$ cat config.mk
export PLATFORM = sky130hd
export DESIGN_NAME = idma_legalizer_rw_axi_flex
export DESIGN_NICKNAME = d
export VERILOG_FILES = /design/src/rtl/idma_legalizer_rw_axi_flex.sv
export SDC_FILE = /design/constraint.sdc
export NUM_CORES = 1
export LEC_CHECK = 0
export ABC_AREA = 1
export CORE_MARGIN = 1
export CORE_UTILIZATION = 40
export CTS_CLUSTER_SIZE = 10
export DETAILED_ROUTE_END_ITERATION = 7
export PLACE_DENSITY = 0.63
export SLEW_MARGIN = 10
export SYNTH_ARGS = -nofsm -noshare
export SYNTH_HDL_FRONTEND = slang
export SYNTH_SLANG_ARGS = --single-unit
$ cat constraint.sdc
create_clock -name clk_i -period 10.1 [get_ports clk_i]
set_input_delay 1.01 -clock clk_i [delete_from_list [all_inputs] [get_ports clk_i]]
set_output_delay 1.01 -clock clk_i [all_outputs]
set_load 0.05 [all_outputs]
$ cat src/rtl/idma_legalizer_rw_axi_flex.sv
// idma_legalizer_rw_axi_flex: splits 1D transfers into AXI4 AR/AW bursts; `IDMA_LEGALIZER_FIXED_BURST_EN enables FIXED bursts.
module idma_legalizer_rw_axi_flex #(
  parameter int unsigned DataWidth = 64,
  parameter int unsigned AddrWidth = 32,
  parameter int unsigned LenWidth  = 32,
  parameter int unsigned MaxBeats  = 256,
  parameter int unsigned PageSize  = 4096,
  localparam int unsigned StrbWidth   = DataWidth / 8,
  localparam int unsigned OffsetWidth = $clog2(StrbWidth)
) (
  input  logic                   clk_i,
  input  logic                   rst_ni,
  input  logic [AddrWidth-1:0]   req_src_addr_i,
  input  logic [AddrWidth-1:0]   req_dst_addr_i,
  input  logic [LenWidth-1:0]    req_length_i,
  input  logic                   req_decouple_rw_i,
  input  logic                   req_fixed_i,
  input  logic                   req_valid_i,
  output logic                   req_ready_o,
  output logic [AddrWidth-1:0]   r_addr_o,
  output logic [7:0]             r_len_o,
  output logic [OffsetWidth-1:0] r_offset_o,
  output logic [OffsetWidth-1:0] r_tailer_o,
  output logic                   r_valid_o,
  input  logic                   r_ready_i,
  output logic [AddrWidth-1:0]   w_addr_o,
  output logic [7:0]             w_len_o,
  output logic [OffsetWidth-1:0] w_offset_o,
  output logic [OffsetWidth-1:0] w_tailer_o,
  output logic                   w_last_o,
  output logic                   w_valid_o,
  input  logic                   w_ready_i,
  input  logic                   flush_i,
  input  logic                   kill_i,
  output logic                   r_busy_o,
  output logic                   w_busy_o
);
  localparam int unsigned BeatBytes  = MaxBeats * StrbWidth;
  localparam int unsigned BurstBytes = PageSize < BeatBytes ? PageSize : BeatBytes;
  localparam int unsigned FixedBytes = (MaxBeats < 16 ? MaxBeats : 16) * StrbWidth;
  typedef enum logic {IDLE, ISSUE} state_e;
  state_e               state_q [2];
  state_e               state_d [2];
  logic [AddrWidth-1:0] addr_q [2];
  logic [AddrWidth-1:0] addr_d [2];
  logic [LenWidth-1:0]  rem_q [2];
  logic [LenWidth-1:0]  rem_d [2];
  logic [LenWidth-1:0]  lim [2];
  logic [LenWidth-1:0]  bytes [2];
  logic [LenWidth-1:0]  c_lim;
  logic [7:0]           len [2];
  logic [OffsetWidth-1:0] off [2];
  logic [OffsetWidth-1:0] tail [2];
  logic [1:0] valid_q, valid_d, acc_q, acc_d, hs, done, adv, fin, free;
  logic decouple_q, fixed_q, accept, nonzero;
`ifdef IDMA_LEGALIZER_FIXED_BURST_EN
  localparam bit FixedEn = 1'b1;
  a_fixed_aligned: assert property (@(posedge clk_i) disable iff (!rst_ni)
    (accept && req_fixed_i) |-> (req_src_addr_i[OffsetWidth-1:0] == '0 && req_dst_addr_i[OffsetWidth-1:0] == '0));
`else
  localparam bit FixedEn = 1'b0;
  a_no_fixed: assert property (@(posedge clk_i) disable iff (!rst_ni) !(accept && req_fixed_i));
`endif
  function automatic logic [LenWidth-1:0] min_len(input logic [LenWidth-1:0] a, input logic [LenWidth-1:0] b);
    return a < b ? a : b;
  endfunction
  always_comb begin
    for (int c = 0; c < 2; c++)
      lim[c] = fixed_q ? LenWidth'(FixedBytes)
                       : LenWidth'(BurstBytes) - LenWidth'(addr_q[c] & AddrWidth'(BurstBytes - 1));
  end
  assign c_lim = min_len(lim[0], lim[1]);
  always_comb begin
    for (int c = 0; c < 2; c++) begin
      bytes[c] = min_len(rem_q[c], decouple_q ? lim[c] : c_lim);
      off[c]   = addr_q[c][OffsetWidth-1:0];
      len[c]   = bytes[c] == '0 ? 8'd0 : 8'((LenWidth'(off[c]) + bytes[c] - LenWidth'(1)) >> OffsetWidth);
      tail[c]  = off[c] + bytes[c][OffsetWidth-1:0];
    end
  end
  // coupled channels advance together once both bursts have been taken
  assign hs   = valid_q & {w_ready_i, r_ready_i};
  assign done = acc_q | hs;
  assign adv  = decouple_q ? hs : {2{&done}};
  always_comb begin
    for (int c = 0; c < 2; c++) begin
      fin[c]  = adv[c] & (rem_q[c] == bytes[c]);
      free[c] = (state_q[c] == IDLE) | fin[c];
    end
  end
  assign req_ready_o = &free & !flush_i & !kill_i;
  assign accept      = req_valid_i & req_ready_o;
  assign nonzero     = req_length_i != '0;
  always_comb begin
    for (int c = 0; c < 2; c++) begin
      state_d[c] = state_q[c];
      addr_d[c]  = addr_q[c];
      rem_d[c]   = rem_q[c];
      acc_d[c]   = acc_q[c];
      if (adv[c]) begin
        addr_d[c]  = fixed_q ? addr_q[c] : addr_q[c] + AddrWidth'(bytes[c]);
        rem_d[c]   = rem_q[c] - bytes[c];
        acc_d[c]   = 1'b0;
        state_d[c] = fin[c] ? IDLE : ISSUE;
      end else if (hs[c]) begin
        acc_d[c] = 1'b1;
      end
      if (accept) begin
        state_d[c] = nonzero ? ISSUE : IDLE;
        addr_d[c]  = c == 0 ? req_src_addr_i : req_dst_addr_i;
        rem_d[c]   = req_length_i;
        acc_d[c]   = 1'b0;
      end
      if (kill_i) begin
        state_d[c] = IDLE;
        rem_d[c]   = '0;
        acc_d[c]   = 1'b0;
      end
      valid_d[c] = !kill_i & ((valid_q[c] & !hs[c]) | (!flush_i & state_d[c] == ISSUE & !acc_d[c]));
    end
  end
  always_ff @(posedge clk_i or negedge rst_ni) begin
    if (!rst_ni) begin
      for (int c = 0; c < 2; c++) begin
        state_q[c] <= IDLE;
        addr_q[c]  <= '0;
        rem_q[c]   <= '0;
      end
      valid_q    <= '0;
      acc_q      <= '0;
      decouple_q <= 1'b0;
      fixed_q    <= 1'b0;
    end else begin
      for (int c = 0; c < 2; c++) begin
        state_q[c] <= state_d[c];
        addr_q[c]  <= addr_d[c];
        rem_q[c]   <= rem_d[c];
      end
      valid_q <= valid_d;
      acc_q   <= acc_d;
      if (accept) begin
        decouple_q <= req_decouple_rw_i;
        fixed_q    <= FixedEn & req_fixed_i;
      end
    end
  end
  assign r_addr_o   = {addr_q[0][AddrWidth-1:OffsetWidth], OffsetWidth'(0)};
  assign w_addr_o   = {addr_q[1][AddrWidth-1:OffsetWidth], OffsetWidth'(0)};
  assign r_len_o    = len[0];
  assign w_len_o    = len[1];
  assign r_offset_o = off[0];
  assign w_offset_o = off[1];
  assign r_tailer_o = tail[0];
  assign w_tailer_o = tail[1];
  assign r_valid_o  = valid_q[0];
  assign w_valid_o  = valid_q[1];
  assign w_last_o   = valid_q[1] & (rem_q[1] == bytes[1]);
  assign r_busy_o   = state_q[0] == ISSUE;
  assign w_busy_o   = state_q[1] == ISSUE;
endmodule

## Word level (Yosys, flattened, before mapping)

Cells that the tools add are included.

- Memories: 0
- Memory bits (read-only): 0
- Logic and storage cells: 98
- Bits in latches: 0
- Memory bits (writable): 0
- Bits in registers: 135
- Output and inout bits: 98
- Input bits: 105

- Magnitude comparators: 3
- Shift-type cells: 0
- Reduce and logical (&&, ||, !) cells: 15
- Multiplexer cells: 35
- Div/mod/pow operators: 0
- Bitwise operators: 22
- Equality and inequality tests: 2
- Multiply operators: 0
- Add/sub/neg operators: 12

Operators by type and width:

| cell | count |
|---|---|
| $mux 32 | 15 |
| $lt 32x32->1 | 3 |
| $add 32x32->32 | 2 |
| $eq 32x32->1 | 2 |
| $logic_not 32->1 | 2 |
| $sub 32x32->32 | 2 |
| $reduce_bool 32->1 | 1 |
| $sub 12x11->13 const A | 2 |
| $add 3x11->11 | 2 |
| $sub 11x1->11 const B | 2 |
| $mux 1 | 17 |
| $mux 8 | 2 |
| $and 1x1->1 | 14 |
| $add 3x3->3 | 2 |
| $logic_not 1->1 | 6 |
| $reduce_bool 3->1 | 2 |
| $or 1x1->1 | 4 |
| $reduce_and 2->1 | 2 |
| $reduce_bool 2->1 | 2 |
| $and 2x2->2 | 1 |
| $mux 2 | 1 |
| $not 1->1 | 2 |
| $or 2x2->2 | 1 |

## Longest topological paths before layout

- Depth in word-level cells: 19
- Depth in mapped cells: 56
- Depth with buffers taken out: 55

## Least setup slack after synthesis

OpenSTA, ideal clock, no wires.

- Path kind: flip-flop to output port
- Start point: register addr_q (netlist bit r_offset_o[0])
- End point: output port r_len_o[7]
- Setup slack: 1.675 ns
- Stages on the path, launching flop included: 50
- Path buffers: 1
- Required time: 9.090 ns
- Arrival: 7.415 ns
- Cells stage by stage: dfrtp_1 nor3_1 nand2_1 nor4_2 nand2_1 or2_2 nand2_1 inv_1 ha_1 a21oi_1 nor2_1 a211oi_1 nand2_2 inv_1 clkbuf_1 nor2_1 nor3_1 a21oi_1 (+14 left out) inv_1 a21oi_1 nor2_1 o21ai_0 nand2_1 nand2_1 nand2_1 nand2_1 a21oi_1 nor2_1 nor2_1 nor2_1 inv_1 nand3_1 nand3_1 nand2_1 nand2_1 inv_1

- Cells in the longest elaborated chain, start to end: 9
- Elaborated cells on any way between the ends: 10
- Classes of those cells: add/sub (3); order compare (2); mux (4); reduce/logical (1)

RTL lines:

| item | RTL line | RTL |
|---|---|---|
| from (decl) | 44 | `logic [AddrWidth-1:0] addr_q [2];` |
| from (signal, indexed assignment) | 136 | `addr_q[c] <= addr_d[c];` |
| $sub 12x11->13 | 70 | `: LenWidth'(BurstBytes) - LenWidth'(addr_q[c] & AddrWidth'(BurstBytes - 1));` |
| $lt 32x32->1 | 65 | `return a < b ? a : b;` |
| $mux 32 | 65 |  |
| $mux 32 | 75 | `bytes[c] = min_len(rem_q[c], decouple_q ? lim[c] : c_lim);` |
| $lt 32x32->1 | 65 |  |
| $mux 32 | 65 |  |
| $add 3x11->11 | 77 | `len[c] = bytes[c] == '0 ? 8'd0 : 8'((LenWidth'(off[c]) + bytes[c] - LenWidth'(1)) >> OffsetWidth);` |
| $sub 11x1->11 | 77 |  |
| $mux 8 (*) | 77 |  |
| to (decl) | 21 | `output logic [7:0] r_len_o,` |

Every way passes the cells marked *; elsewhere a longest branch is shown, timed or not.

## Worst setup path after layout

- Start point: register addr_q (netlist bit r_offset_o[0])
- End point: output port req_ready_o

- Cells in the longest elaborated chain, start to end: 12
- Elaborated cells on any way between the ends: 18
- Classes of those cells: add/sub (1); order compare (3); eq/ne (2); mux (5); bitwise (6); reduce/logical (1)

RTL lines:

| item | RTL line | RTL |
|---|---|---|
| $sub 12x11->13 (*) | 70 |  |
| $lt 32x32->1 | 65 |  |
| $mux 32 | 65 |  |
| $mux 32 | 75 |  |
| $lt 32x32->1 | 65 |  |
| $mux 32 | 65 |  |
| $eq 32x32->1 | 87 | `fin[c] = adv[c] & (rem_q[c] == bytes[c]);` |
| $and 1x1->1 | 87 |  |
| $or 1x1->1 | 88 | `free[c] = (state_q[c] == IDLE) \| fin[c];` |
| $reduce_and 2->1 (*) | 91 | `assign req_ready_o = &free & !flush_i & !kill_i;` |
| $and 1x1->1 (*) (2 in series) | 91 |  |
| to (decl) | 19 | `output logic req_ready_o,` |

Marks and branches as above.

==> impl_metrics.json <==
{
  "cp_max_fo": 14,
  "die_width_um": 189,
  "drive_gt1_share_pct": 5.27,
  "finalHoldViolCount": 0,
  "fmax_mhz": 106,
  "synthFlopType": "dfrtp_1",
  "ys_seq_area_share_pct": 24.3,
  "worstSetupPathType": "reg -> out",
  "syn_area_um2": 13900,
  "drtIter0Drc": 1044,
  "ios": 203,
  "synth-edff-count": 0,
  "wire_per_inst_um": 16.5,
  "clk_latency_ns": 0.45,
  "fin_hold_ws_ns": 0.511,
  "yosys_warnings": 0,
  "yosysUniqueCellTypes": 53,
  "clock-skew-final_ns": 0.0147,
  "coreArea_um2": 33900,
  "fillers": 3389,
  "cp-end-kind": "primary output",
  "grt_pass1_vias": 13192,
  "synthArstFlopShare_pct": 100,
  "hp-class": "reg -> reg",
  "slew_headroom_pct": 39.3,
  "worst_path_most_repeated_cell": "nand2_1",
  "via_count": 14407,
  "num_rows": 67,
  "cts_hold_buf": 0,
  "globalRouteOverflowTotal": 0,
  "antenna_found_initial": 0,
  "dpl.hpwl_um": 35100,
  "grt_max_degree": 91,
  "final_common_cell": "nand2_1",
  "crit_buf_inv": 6,
  "cts.clk_slew.worst_paths_ns": 0.07,
  "detail_route.first_pass.iterations": 6,
  "start_util_pct": 41.1,
  "syn_avg_cell_area_um2": 6.87,
  "slowest_delay_ns": 0.80,
  "globalplace.congestion": 0.936,
  "arrival_ns": 8.46,
  "fin_crit_sh_pct": 93.7,
  "numCtsBuffers": 17,
  "final_cell_mix": "nand2_1, inv_1, nor2_1",
  "cts-root-buf": "clkbuf_16",
  "clk_path_buf_depth": 2,
  "max_cap_violations": 0,
  "routed_via_density": 5.33,
  "area_growth_pct": 23.1,
  "outcome": "complete, no violations",
  "diodes": 0,
  "htreeDepth": 4,
  "worstMarginPinSlew_ns": 0.910,
  "die-area_um2": 35600,
  "clkSinkCount": 135,
  "numPortBuffers": 195,
  "synth_cells": 2026,
  "synth-seq-cells": 135,
  "grt_pass1_wl_um": 70800,
  "antenna_left": 0,
  "slowest_stage": "clkdlybuf4s50_1",
  "cts_tree": "done",
  "die_y_um": 189,
  "gr-usage-all-layers_pct": 25.1,
  "crit_path_start_kind": "flip-flop",
  "nNetsFinal": 2502,
  "crit_required_ns": 9.09,
  "wl_um": 44600,
  "setup_viol": 0,
  "drv_slew": 0,
  "drc": 0,
  "min_period_ns": 9.47,
  "cp_top_family": "simple AND/OR/NAND/NOR gates"
}
-- path summary, 6_finish.rpt --
kind,start,endpoint,slack (ns),cells past startpoint
min in group asynchronous,rst_ni,valid_q[1]$_DFF_PN0_,0.67,1
max in group asynchronous,rst_ni,r_addr_o[21]$_DFFE_PN0P_,8.16,2
worst min-delay path,rem_q[45]$_DFFE_PN0P_,rem_q[45]$_DFFE_PN0P_,0.51,2
worst max register to register,r_offset_o[0]$_DFFE_PN0P_,rem_q[48]$_DFFE_PN0P_,1.02,45
worst max-delay path,r_offset_o[0]$_DFFE_PN0P_,req_ready_o,0.63,37
worst min register to register,rem_q[45]$_DFFE_PN0P_,rem_q[45]$_DFFE_PN0P_,0.51,2
-- per-layer routing --
layer	global-route usage, %	wire [um]	vias to the layer above	part of all wire, %
met5	0	0	-	0
met4	6.36	735	0	1.6
met1	36.7	22200	6724	50
met3	4.25	2450	50	5.5
met2	38.0	19300	424	43
li1	-	-	7209	-
-- synthesized netlist by cell type (24+ instances only) --
cell,n,area (um2)
a21oi_1,148,741
clkbuf_1,28,105
dfrtp_1,135,3380
ha_1,149,1860
inv_1,238,893
nand2_1,428,1610
nand3_1,81,405
nand4_1,24,150
nor2_1,226,848
nor3_1,29,145
o211ai_1,66,495
o21ai_0,150,751
xnor2_1,44,385
xor2_1,64,561
-- registers in the layout, summed over array words and instances (netlist names) --
register    flops
r_addr_o       29
w_addr_o       29
rem_q          64
decouple_q      1
valid_q         2
r_offset_o      3
r_busy_o        1
w_busy_o        1
acc_q           2
w_offset_o      3
-- cell type report --
class | instances | area, um2 | share of cell area [%]
repair buffers | 214 | 2100 | 12.2
clock buffers | 18 | 439 | 2.56
multi-input cells | 1627 | 9520 | 55.6
well taps | 448 | 561 | 3.27
flip-flops and latches | 135 | 3380 | 19.7
clock inverters | 14 | 200 | 1.17
inverters | 249 | 940 | 5.48
-- logic make-up after synthesis --
group | count (synthesis) | share of synthesized area (%)
buffers and inverters | 307 | 8.74
other | 1 | 0.0269
DFF | 135 | 24.3
and+or+nand+nor | 844 | 25.8
AOI/OAI and AO/OA | 478 | 20.4
xor gates and xnor gates | 108 | 6.79
adders and majority gates | 153 | 14.0
-- worst register-to-register path: cells and delay by family, from the launching register on --
kind	cells	cell delay (ns)
fa+ha+maj	3	1.07
compound gates	9	2.00
simple gates	24	3.62
buf+inv	9	1.87
flops	1	0.44
-- through the flow --
step	setup TNS, ns	util (%)	worst slack (ns)	std cells	instance area (um2)
floorplan	0	-	1.68	2069	14100
global placement	0	48.6	0.808	2671	16400
detailed placement	0	48.6	0.675	2671	16400
CTS	0	50.5	0.141	2703	17100
global route	-0.000621	50.6	-0.000621	2705	17100
finish	0	50.6	0.631	2705	17100
-- repair_timing --
item,CTS,global route
resized for setup,0,12
buffers inserted,0,2
setup endpoints to repair,0,9
Power is not shown: default switching activity piles up to over one toggle a cycle in this logic, so the estimate is an artifact.
